==> src/rtl/cdc_pkt_pkg.sv <==
// rtl/cdc_pkt_pkg.sv - shared state type and widths for the receive-side packet delineator
package cdc_pkt_pkg;

    typedef enum logic [1:0] {
        DLN_IDLE_S,
        DLN_RX_S,
        DLN_GAP_S
    } dln_state_e;

    localparam int CHK_W           = 16;
    localparam int LEN_W           = 8;
    localparam int DEF_FRAME_BYTES = 42;

endpackage

==> src/rtl/cdc_sat_counter.sv <==
// rtl/cdc_sat_counter.sv - event counter that holds at all-ones
module cdc_sat_counter #(
    parameter int CNT_W = 16
) (
    input  logic             clk_b,
    input  logic             rst,
    input  logic             inc,
    output logic [CNT_W-1:0] count
);

    logic [CNT_W-1:0] count_q;
    logic [CNT_W-1:0] count_d;

    always_comb begin
        count_d = count_q;
        if (inc && (count_q != '1)) begin
            count_d = count_q + CNT_W'(1);
        end
    end

    always_ff @(posedge clk_b) begin
        if (rst) begin
            count_q <= '0;
        end else begin
            count_q <= count_d;
        end
    end

    assign count = count_q;

endmodule

==> src/rtl/cdc_pkt_delineator.sv <==
// rtl/cdc_pkt_delineator.sv - fixed-length frame delineator with length/checksum status and good/bad counters
// Optional checksum compare against EXP_CHK is built only when CDC_PKT_DELIN_CHK_EN is defined.
module cdc_pkt_delineator
    import cdc_pkt_pkg::*;
#(
    parameter int WIDTH       = 8,
    parameter int FRAME_BYTES = DEF_FRAME_BYTES,
    parameter int GAP_CYCLES  = 4,
    parameter int CNT_W       = 16
`ifdef CDC_PKT_DELIN_CHK_EN
    ,
    parameter logic [CHK_W-1:0] EXP_CHK = 16'h0387
`endif
) (
    input  logic             clk_b,
    input  logic             rst,
    input  logic             data_valid_b,
    input  logic [WIDTH-1:0] data_b,
    output logic             out_valid,
    output logic [WIDTH-1:0] out_data,
    output logic             out_sof,
    output logic             out_eof,
    output logic             frame_done,
    output logic             frame_len_ok,
    output logic [LEN_W-1:0] frame_len,
    output logic [CHK_W-1:0] frame_chk,
    output logic             chk_err,
    output logic [CNT_W-1:0] good_cnt,
    output logic [CNT_W-1:0] bad_cnt
);

    localparam int               GAP_W     = $clog2(GAP_CYCLES + 1);
    localparam logic [LEN_W-1:0] FRAME_LEN = LEN_W'(FRAME_BYTES);
    localparam logic [GAP_W-1:0] GAP_LIMIT = GAP_W'(GAP_CYCLES);

    dln_state_e       state_q, state_d;
    logic [LEN_W-1:0] byte_cnt_q, byte_cnt_d;
    logic [GAP_W-1:0] gap_cnt_q, gap_cnt_d;
    logic [CHK_W-1:0] chk_q, chk_d;

    logic             out_valid_q, out_valid_d;
    logic [WIDTH-1:0] out_data_q, out_data_d;
    logic             out_sof_q, out_sof_d;
    logic             out_eof_q, out_eof_d;
    logic             frame_done_q, frame_done_d;
    logic             frame_len_ok_q, frame_len_ok_d;
    logic [LEN_W-1:0] frame_len_q, frame_len_d;
    logic [CHK_W-1:0] frame_chk_q, frame_chk_d;
    logic             chk_err_q, chk_err_d;

    logic [LEN_W-1:0] cnt_inc;
    logic [CHK_W-1:0] chk_inc;
    logic [GAP_W-1:0] gap_inc;
    logic             good_inc;
    logic             bad_inc;

    always_comb begin
        // A byte seen in IDLE opens a frame, so count and sum restart from it.
        cnt_inc = (state_q == DLN_IDLE_S) ? LEN_W'(1) : byte_cnt_q + LEN_W'(1);
        chk_inc = ((state_q == DLN_IDLE_S) ? '0 : chk_q) + CHK_W'(data_b);
        gap_inc = (state_q == DLN_GAP_S) ? gap_cnt_q + GAP_W'(1) : GAP_W'(1);

        state_d        = state_q;
        byte_cnt_d     = byte_cnt_q;
        gap_cnt_d      = gap_cnt_q;
        chk_d          = chk_q;
        out_valid_d    = data_valid_b;
        out_data_d     = data_b;
        out_sof_d      = 1'b0;
        out_eof_d      = 1'b0;
        frame_done_d   = 1'b0;
        frame_len_ok_d = 1'b0;
        frame_len_d    = '0;
        frame_chk_d    = '0;

        if (data_valid_b) begin
            out_sof_d  = (state_q == DLN_IDLE_S);
            byte_cnt_d = cnt_inc;
            chk_d      = chk_inc;
            gap_cnt_d  = '0;
            state_d    = DLN_RX_S;
            if (cnt_inc == FRAME_LEN) begin
                out_eof_d      = 1'b1;
                frame_done_d   = 1'b1;
                frame_len_ok_d = 1'b1;
                frame_len_d    = cnt_inc;
                frame_chk_d    = chk_inc;
                state_d        = DLN_IDLE_S;
                byte_cnt_d     = '0;
                chk_d          = '0;
            end
        end else if (state_q != DLN_IDLE_S) begin
            gap_cnt_d = gap_inc;
            state_d   = DLN_GAP_S;
            if (gap_inc == GAP_LIMIT) begin
                frame_done_d = 1'b1;
                frame_len_d  = byte_cnt_q;
                frame_chk_d  = chk_q;
                state_d      = DLN_IDLE_S;
                byte_cnt_d   = '0;
                gap_cnt_d    = '0;
                chk_d        = '0;
            end
        end

`ifdef CDC_PKT_DELIN_CHK_EN
        chk_err_d = frame_done_d && (frame_chk_d != EXP_CHK);
`else
        chk_err_d = 1'b0;
`endif
        good_inc = frame_done_d && frame_len_ok_d && !chk_err_d;
        bad_inc  = frame_done_d && !good_inc;
    end

    always_ff @(posedge clk_b) begin
        if (rst) begin
            state_q        <= DLN_IDLE_S;
            byte_cnt_q     <= '0;
            gap_cnt_q      <= '0;
            chk_q          <= '0;
            out_valid_q    <= 1'b0;
            out_data_q     <= '0;
            out_sof_q      <= 1'b0;
            out_eof_q      <= 1'b0;
            frame_done_q   <= 1'b0;
            frame_len_ok_q <= 1'b0;
            frame_len_q    <= '0;
            frame_chk_q    <= '0;
            chk_err_q      <= 1'b0;
        end else begin
            state_q        <= state_d;
            byte_cnt_q     <= byte_cnt_d;
            gap_cnt_q      <= gap_cnt_d;
            chk_q          <= chk_d;
            out_valid_q    <= out_valid_d;
            out_data_q     <= out_data_d;
            out_sof_q      <= out_sof_d;
            out_eof_q      <= out_eof_d;
            frame_done_q   <= frame_done_d;
            frame_len_ok_q <= frame_len_ok_d;
            frame_len_q    <= frame_len_d;
            frame_chk_q    <= frame_chk_d;
            chk_err_q      <= chk_err_d;
        end
    end

    // Counters step on the same edge that presents frame_done.
    cdc_sat_counter #(.CNT_W(CNT_W)) u_good_cnt (
        .clk_b (clk_b),
        .rst   (rst),
        .inc   (good_inc),
        .count (good_cnt)
    );

    cdc_sat_counter #(.CNT_W(CNT_W)) u_bad_cnt (
        .clk_b (clk_b),
        .rst   (rst),
        .inc   (bad_inc),
        .count (bad_cnt)
    );

    assign out_valid    = out_valid_q;
    assign out_data     = out_data_q;
    assign out_sof      = out_sof_q;
    assign out_eof      = out_eof_q;
    assign frame_done   = frame_done_q;
    assign frame_len_ok = frame_len_ok_q;
    assign frame_len    = frame_len_q;
    assign frame_chk    = frame_chk_q;
    assign chk_err      = chk_err_q;

endmodule

==> config.mk <==
export PLATFORM = sky130hd
export DESIGN_NAME = cdc_pkt_delineator
export DESIGN_NICKNAME = d
export VERILOG_FILES = /design/src/rtl/cdc_pkt_pkg.sv /design/src/rtl/cdc_sat_counter.sv /design/src/rtl/cdc_pkt_delineator.sv
export SDC_FILE = /design/constraint.sdc
export NUM_CORES = 1
export LEC_CHECK = 0
export ABC_AREA = 1
export CORE_MARGIN = 1
export CORE_UTILIZATION = 48
export CTS_CLUSTER_SIZE = 12
export DETAILED_ROUTE_END_ITERATION = 10
export PLACE_DENSITY = 0.81
export SLEW_MARGIN = 20
export SYNTH_ARGS = -nofsm -noshare
export SYNTH_HDL_FRONTEND = slang
export SYNTH_SLANG_ARGS = --single-unit
==> constraint.sdc <==
create_clock -name clk_b -period 2.25 [get_ports clk_b]
set_input_delay 0.225 -clock clk_b [delete_from_list [all_inputs] [get_ports clk_b]]
set_output_delay 0.225 -clock clk_b [all_outputs]
set_load 0.02 [all_outputs]
* Word-level counts from Yosys, hierarchy flattened
Cells that the tools add are included.
Operators by class: add/sub/neg operators 5, equality and inequality tests 5, multiplexer cells 29, bitwise operators 1, reduce and logical (&&, ||, !) cells 12
Operators by type and width (count):
- two-way mux 16 bit | 9
- two-way mux 8 bit | 9
- adder 16 x 1 -> 16 bit, second input constant | 2
- inequality test 16 bit, second input constant | 2
- adder 16 x 8 -> 16 bit | 1
- adder 8 x 1 -> 8 bit, second input constant | 1
- equality test 8 x 6 -> 1 bit, second input constant | 1
- two-way mux 1 bit | 6
- two-way mux 2 bit | 3
- two-way mux 3 bit | 2
- nonzero test 2 bit | 3
- logical AND 1 bit | 4
- OR reduction 2 bit | 2
- adder 3 x 1 -> 3 bit, second input constant | 1
- equality test 3 bit, second input constant | 1
- equality test 2 bit, second input constant | 1
- zero test 2 bit | 1
- AND reduction 2 bit | 1
- zero test 1 bit | 1
- inverter 1 bit | 1
Storage, ports and cells: register bits after elaboration 97, input bits 11, output and inout port bits 70

* Logic depth before layout (Yosys ltp)
depth in word-level cells 10, gate-level depth with buffers 16, gate-level depth less buffers 15

* Modules after synthesis
Synthesis repeated with hierarchy kept, for this count alone.
Second synthesis, totals: cells, all modules 768, area total of the unflattened synthesis 5043.6 µm²
Modules (own cells, without submodules):
- cdc_pkt_delineator | instances 1, cells each 470, area each 3184.3 µm²
- cdc_sat_counter | instances 2, cells each 149, area each 929.6 µm²

* Least setup slack after synthesis
OpenSTA, ideal clock, no wires.
kind reg-to-reg, from reg state_q[0], to reg frame_chk_q[11] (netlist: frame_chk[11]), library setup time 0.132 ns, arrival 2.155 ns, required time 2.118 ns, setup slack -0.037 ns, stages on the path, launching flop included 13, path buffers 1, clock period less this slack 2.287 ns, cells stage by stage dfxtp_1 nor2_2 clkbuf_1 nor2_1 ha_1 or2_2 nand3_1 nand2_1 nand2_1 nand2_2 xor2_1 nand2_1 a21oi_1
On the way: cells in the longest elaborated chain, start to end 6
Ends and longest elaborated chain:
- start, declared | RTL line cdc_pkt_delineator.sv:36 | dln_state_e state_q, state_d;
- start signal, assigned | RTL line cdc_pkt_delineator.sv:131 | state_q <= state_d;
- branches (longest 5 deep; another with adder 16 x 8 -> 16 bit)
- two-way mux 16 bit * | RTL line cdc_pkt_delineator.sv:76 | if (data_valid_b) begin
- end signal, assigned | RTL line cdc_pkt_delineator.sv:142 | frame_chk_q <= frame_chk_d;
- end, declared | RTL line cdc_pkt_delineator.sv:48 | logic [CHK_W-1:0] frame_chk_q, frame_chk_d;
Mark *: on every way between the ends. A chain may end at the register's enable or synchronous reset.

* Worst setup path after layout
from reg state_q[1], to reg frame_chk_q[12] (netlist: frame_chk[12])
Same word-level chain as after synthesis.

==> reports/qor.txt <==
Run status = completed
DRC = 0
Row cnt = 35
I/O pin total = 81
Half-perimeter wire length of the detailed placement result = 8370 µm
Number of warning messages in the yosys log = 0
Seq cells post-synth = 97
Cell area after synthesis = 4730 µm²
Post-cts hold buffer count = 0
Cts bufs inserted = 9
Worst hold path startpoint = rst
Synthesized area per cell = 7.09 µm²
Simple logic cell fraction of the synthesized area = 31.3%
Critical setup path kind = reg2reg
Core area = 9420 µm²
First-pass iteration count of the detailed router = 6
Worst setup startpoint = state_q[1]
Routed vias = 4762
Largest net degree at the start of global routing = 29
Time the worst path needs with I/O delays and setup = 2.18 ns
Number of maximum-capacitance violations = 0
Total routed wirelength = 11900 µm
Final worst-path cycle share = 97.0%
Area delta synth->final = 27.7%
Worst skew pair latency = 0.36 ns
Dominant synthesized flop cell = sky130_fd_sc_hd__dfxtp_1
Root buffer cell = sky130_fd_sc_hd__clkbuf_8
Maximum clock frequency = 0.458 GHz
Routability Congestion = 0.950
Clock-pin slew on the worst setup and hold paths = 0.09 ns
Worst Setup End Kind = flip-flop
Crit path arrival time = 2.47 ns
Static leakage power = 2.39 nW
Number of setup violations in the final report = 0
Worst hold margin = 0.284 ns
Antenna violations before repair = 0
Antenna Cells = 0
Total count of hold-check failures in the final report = 0
Multiplexer share of the synthesized area = 0%
Clock tree skew after final layout = 0.0159 ns
Fraction of layout cells with a size suffix above 1 = 10.3%
Maximum count of clock buffers along a single path = 2
Global-route usage over all layers = 23.3%
Biggest fanout along the worst timing path = 8
DRC marker count from the first detailed-route iteration = 276
Final Non-Filler Cells = 895
Placed cell area = 5700 µm²
Post-synthesis instance total = 667
Overflow left after global routing = 0
Arithmetic-cell share of the synthesized area counting full adders, half adders and majority gates = 3.60%
First-pass GRT wire length = 19400 µm
Wirelength per Cell = 13.3 µm
Placed insts = 872
Post-route antenna net violation count = 0
Number of flops mapped to enable cells by yosys = 0
Horizontal die dimension = 101 µm
CTS H-tree depth = 3
Worst r2r src = state_q[1]
Syn Nets = 691
Power density relative to cell area = 518 nW/µm²
Combinational family with the most area after synthesis = simple AND/OR/NAND/NOR gates
Detail-routed via count per cell = 5.32
Total negative setup slack = 0 ns
Share of the synthesized area in compound gates (AO/OA/AOI/OAI) = 9.89%
Max-slew headroom = 59.1%
Starting utilization of the core area = 50.3%
Num Clock Sinks = 97
Count of cell types in the netlist = 38
Clock tree from TritonCTS = built
Part of the Yosys area used for sequential elements = 41.0%
Slew Limit Fails = 0
Area of the die = 10300 µm²
Die extent in y = 101 µm
Post-synthesis share of cell area spent on xor and xnor gates = 5.00%
Count of nets after finishing = 786
RSZ-0062 raised after global routing = yes
Final core utilization = 64.2%
Max VDD drop = 0.371 mV
Port Buf Inserts = 79
Share of async-settable or async-resettable flops after synthesis = 0%
Worst hold-check path type = in2reg
Setup crit start kind = flip-flop
Req. time, crit path = 2.54 ns
Worst-margin pin slew = 0.612 ns
Post-route cell area = 6040 µm²
Number of global-route vias before repair = 4459
state kept, by name, indices dropped and copies added, names as in the netlist, 2 cells and up:
| name | count |
|---|---|
| frame_len | 8 |
| chk_q | 16 |
| gap_cnt_q | 3 |
| frame_chk | 16 |
| u_good_cnt.count | 16 |
| out_data | 8 |
| u_bad_cnt.count | 16 |
| state_q | 2 |
| byte_cnt_q | 8 |
worst paths after layout:
check,slack [ns],cells after the start,endpoint
min reg2reg,0.47,2,chk_q[7]
max,0.07,16,frame_chk[12]
min,0.28,2,out_data[0]
max reg2reg,0.07,16,frame_chk[12]
where the power goes:
group          internal (mW)  total (mW)  leakage (nW)  switching (mW)
logic                  0.101       0.266          1.52           0.165
registers               1.74        1.75         0.787         0.00958
clock network          0.507        1.11        0.0844           0.605
total                   2.35        3.13          2.39           0.779
placed cells by master, fill, tap and decap left out, types with 4 or more instances in the layout:
cell	synthesis	layout
sky130_fd_sc_hd__nor3_1	16	16
sky130_fd_sc_hd__xnor2_1	10	10
sky130_fd_sc_hd__o21ai_0	25	24
sky130_fd_sc_hd__xor2_1	17	14
sky130_fd_sc_hd__clkdlybuf4s50_1	0	78
sky130_fd_sc_hd__nand2_1	159	151
sky130_fd_sc_hd__ha_1	12	11
sky130_fd_sc_hd__clkbuf_8	0	9
sky130_fd_sc_hd__nand3_1	32	31
sky130_fd_sc_hd__nand4_1	27	27
sky130_fd_sc_hd__dfxtp_1	97	95
sky130_fd_sc_hd__inv_1	80	79
sky130_fd_sc_hd__nor2_2	4	4
sky130_fd_sc_hd__nand2_2	6	12
sky130_fd_sc_hd__nor2_1	84	83
sky130_fd_sc_hd__nor2_4	3	4
sky130_fd_sc_hd__buf_4	3	23
sky130_fd_sc_hd__a21oi_1	40	38
sky130_fd_sc_hd__o22ai_1	10	10
kinds of logic (layout without fill, tap and decap cells):
family / Yosys count / after routing
AND/OR/NAND/NOR: 339 / 339
buffers and inverters: 104 / 203
flip-flops: 97 / 97
AO/OA/AOI/OAI: 86 / 86
XOR/XNOR: 27 / 27
adder cells (fa/ha/maj): 13 / 13
other: 1 / 1
layout make-up:
class	count	area (µm²)
clock buffer	10	128
clock inverter	5	57.6
fill	821	3370
inverter	83	312
multi-input combinational	466	2440
sequential	97	1940
tap	129	161
timing repair buffer	105	1000
cell usage after synthesis (2+ instances only):
cell type,number,share of area [%]
sky130_fd_sc_hd__a21oi_1,40,4.2
sky130_fd_sc_hd__a31oi_1,3,0.40
sky130_fd_sc_hd__buf_2,5,0.53
sky130_fd_sc_hd__buf_4,3,0.48
sky130_fd_sc_hd__buf_6,3,0.71
sky130_fd_sc_hd__clkbuf_1,9,0.71
sky130_fd_sc_hd__dfxtp_1,97,41
sky130_fd_sc_hd__ha_1,12,3.2
sky130_fd_sc_hd__inv_1,80,6.3
sky130_fd_sc_hd__inv_2,2,0.16
sky130_fd_sc_hd__nand2_1,159,13
sky130_fd_sc_hd__nand2_2,6,0.79
sky130_fd_sc_hd__nand3_1,32,3.4
sky130_fd_sc_hd__nand3b_1,2,0.32
sky130_fd_sc_hd__nand4_1,27,3.6
sky130_fd_sc_hd__nor2_1,84,6.7
sky130_fd_sc_hd__nor2_2,4,0.53
sky130_fd_sc_hd__nor2_4,3,0.71
sky130_fd_sc_hd__nor3_1,16,1.7
sky130_fd_sc_hd__nor3b_1,2,0.32
sky130_fd_sc_hd__o21ai_0,25,2.6
sky130_fd_sc_hd__o22ai_1,10,1.3
sky130_fd_sc_hd__o32ai_1,3,0.56
sky130_fd_sc_hd__xnor2_1,10,1.9
sky130_fd_sc_hd__xor2_1,17,3.1
through the flow:
step	total power [mW]	worst slack, ns
global placement	2.03	0.00703
finish	3.13	0.0665
floorplan	1.94	0.0647
detailed placement	2.03	-0.0899
global route	3.25	-0.0968
CTS	3.12	0.0294
timing repair:
action,4_1_cts,5_1_grt
setup endpoints to repair,2,18
setup buffers,0,8
pin swaps,0,7
gates resized for setup,1,24
routing by layer:
metal	vias up	global-route usage [%]	share of wire (%)
met5	-	0	0
met4	0	7.80	1.2
met3	19	3.24	6.2
met2	220	41.4	50
met1	2190	28.9	43
li1	2333	-	-
critical path, stage by stage (launching register included):
cell and delay [ns]:
sky130_fd_sc_hd__dfxtp_2 0.36, sky130_fd_sc_hd__nor2_4 0.05, sky130_fd_sc_hd__buf_6 0.13, sky130_fd_sc_hd__nor2_2 0.07, sky130_fd_sc_hd__ha_2 0.17, sky130_fd_sc_hd__inv_1 0.05, sky130_fd_sc_hd__fa_2 0.37, sky130_fd_sc_hd__inv_2 0.06
sky130_fd_sc_hd__nand3_1 0.08, sky130_fd_sc_hd__nand2_2 0.11, sky130_fd_sc_hd__buf_4 0.13, sky130_fd_sc_hd__nand3_1 0.09, sky130_fd_sc_hd__nand2_1 0.07, sky130_fd_sc_hd__o21ai_0 0.07, sky130_fd_sc_hd__nand2_1 0.09, sky130_fd_sc_hd__nand2_1 0.07
sky130_fd_sc_hd__a21oi_2 0.13
Power figures use the tool's default switching activity.
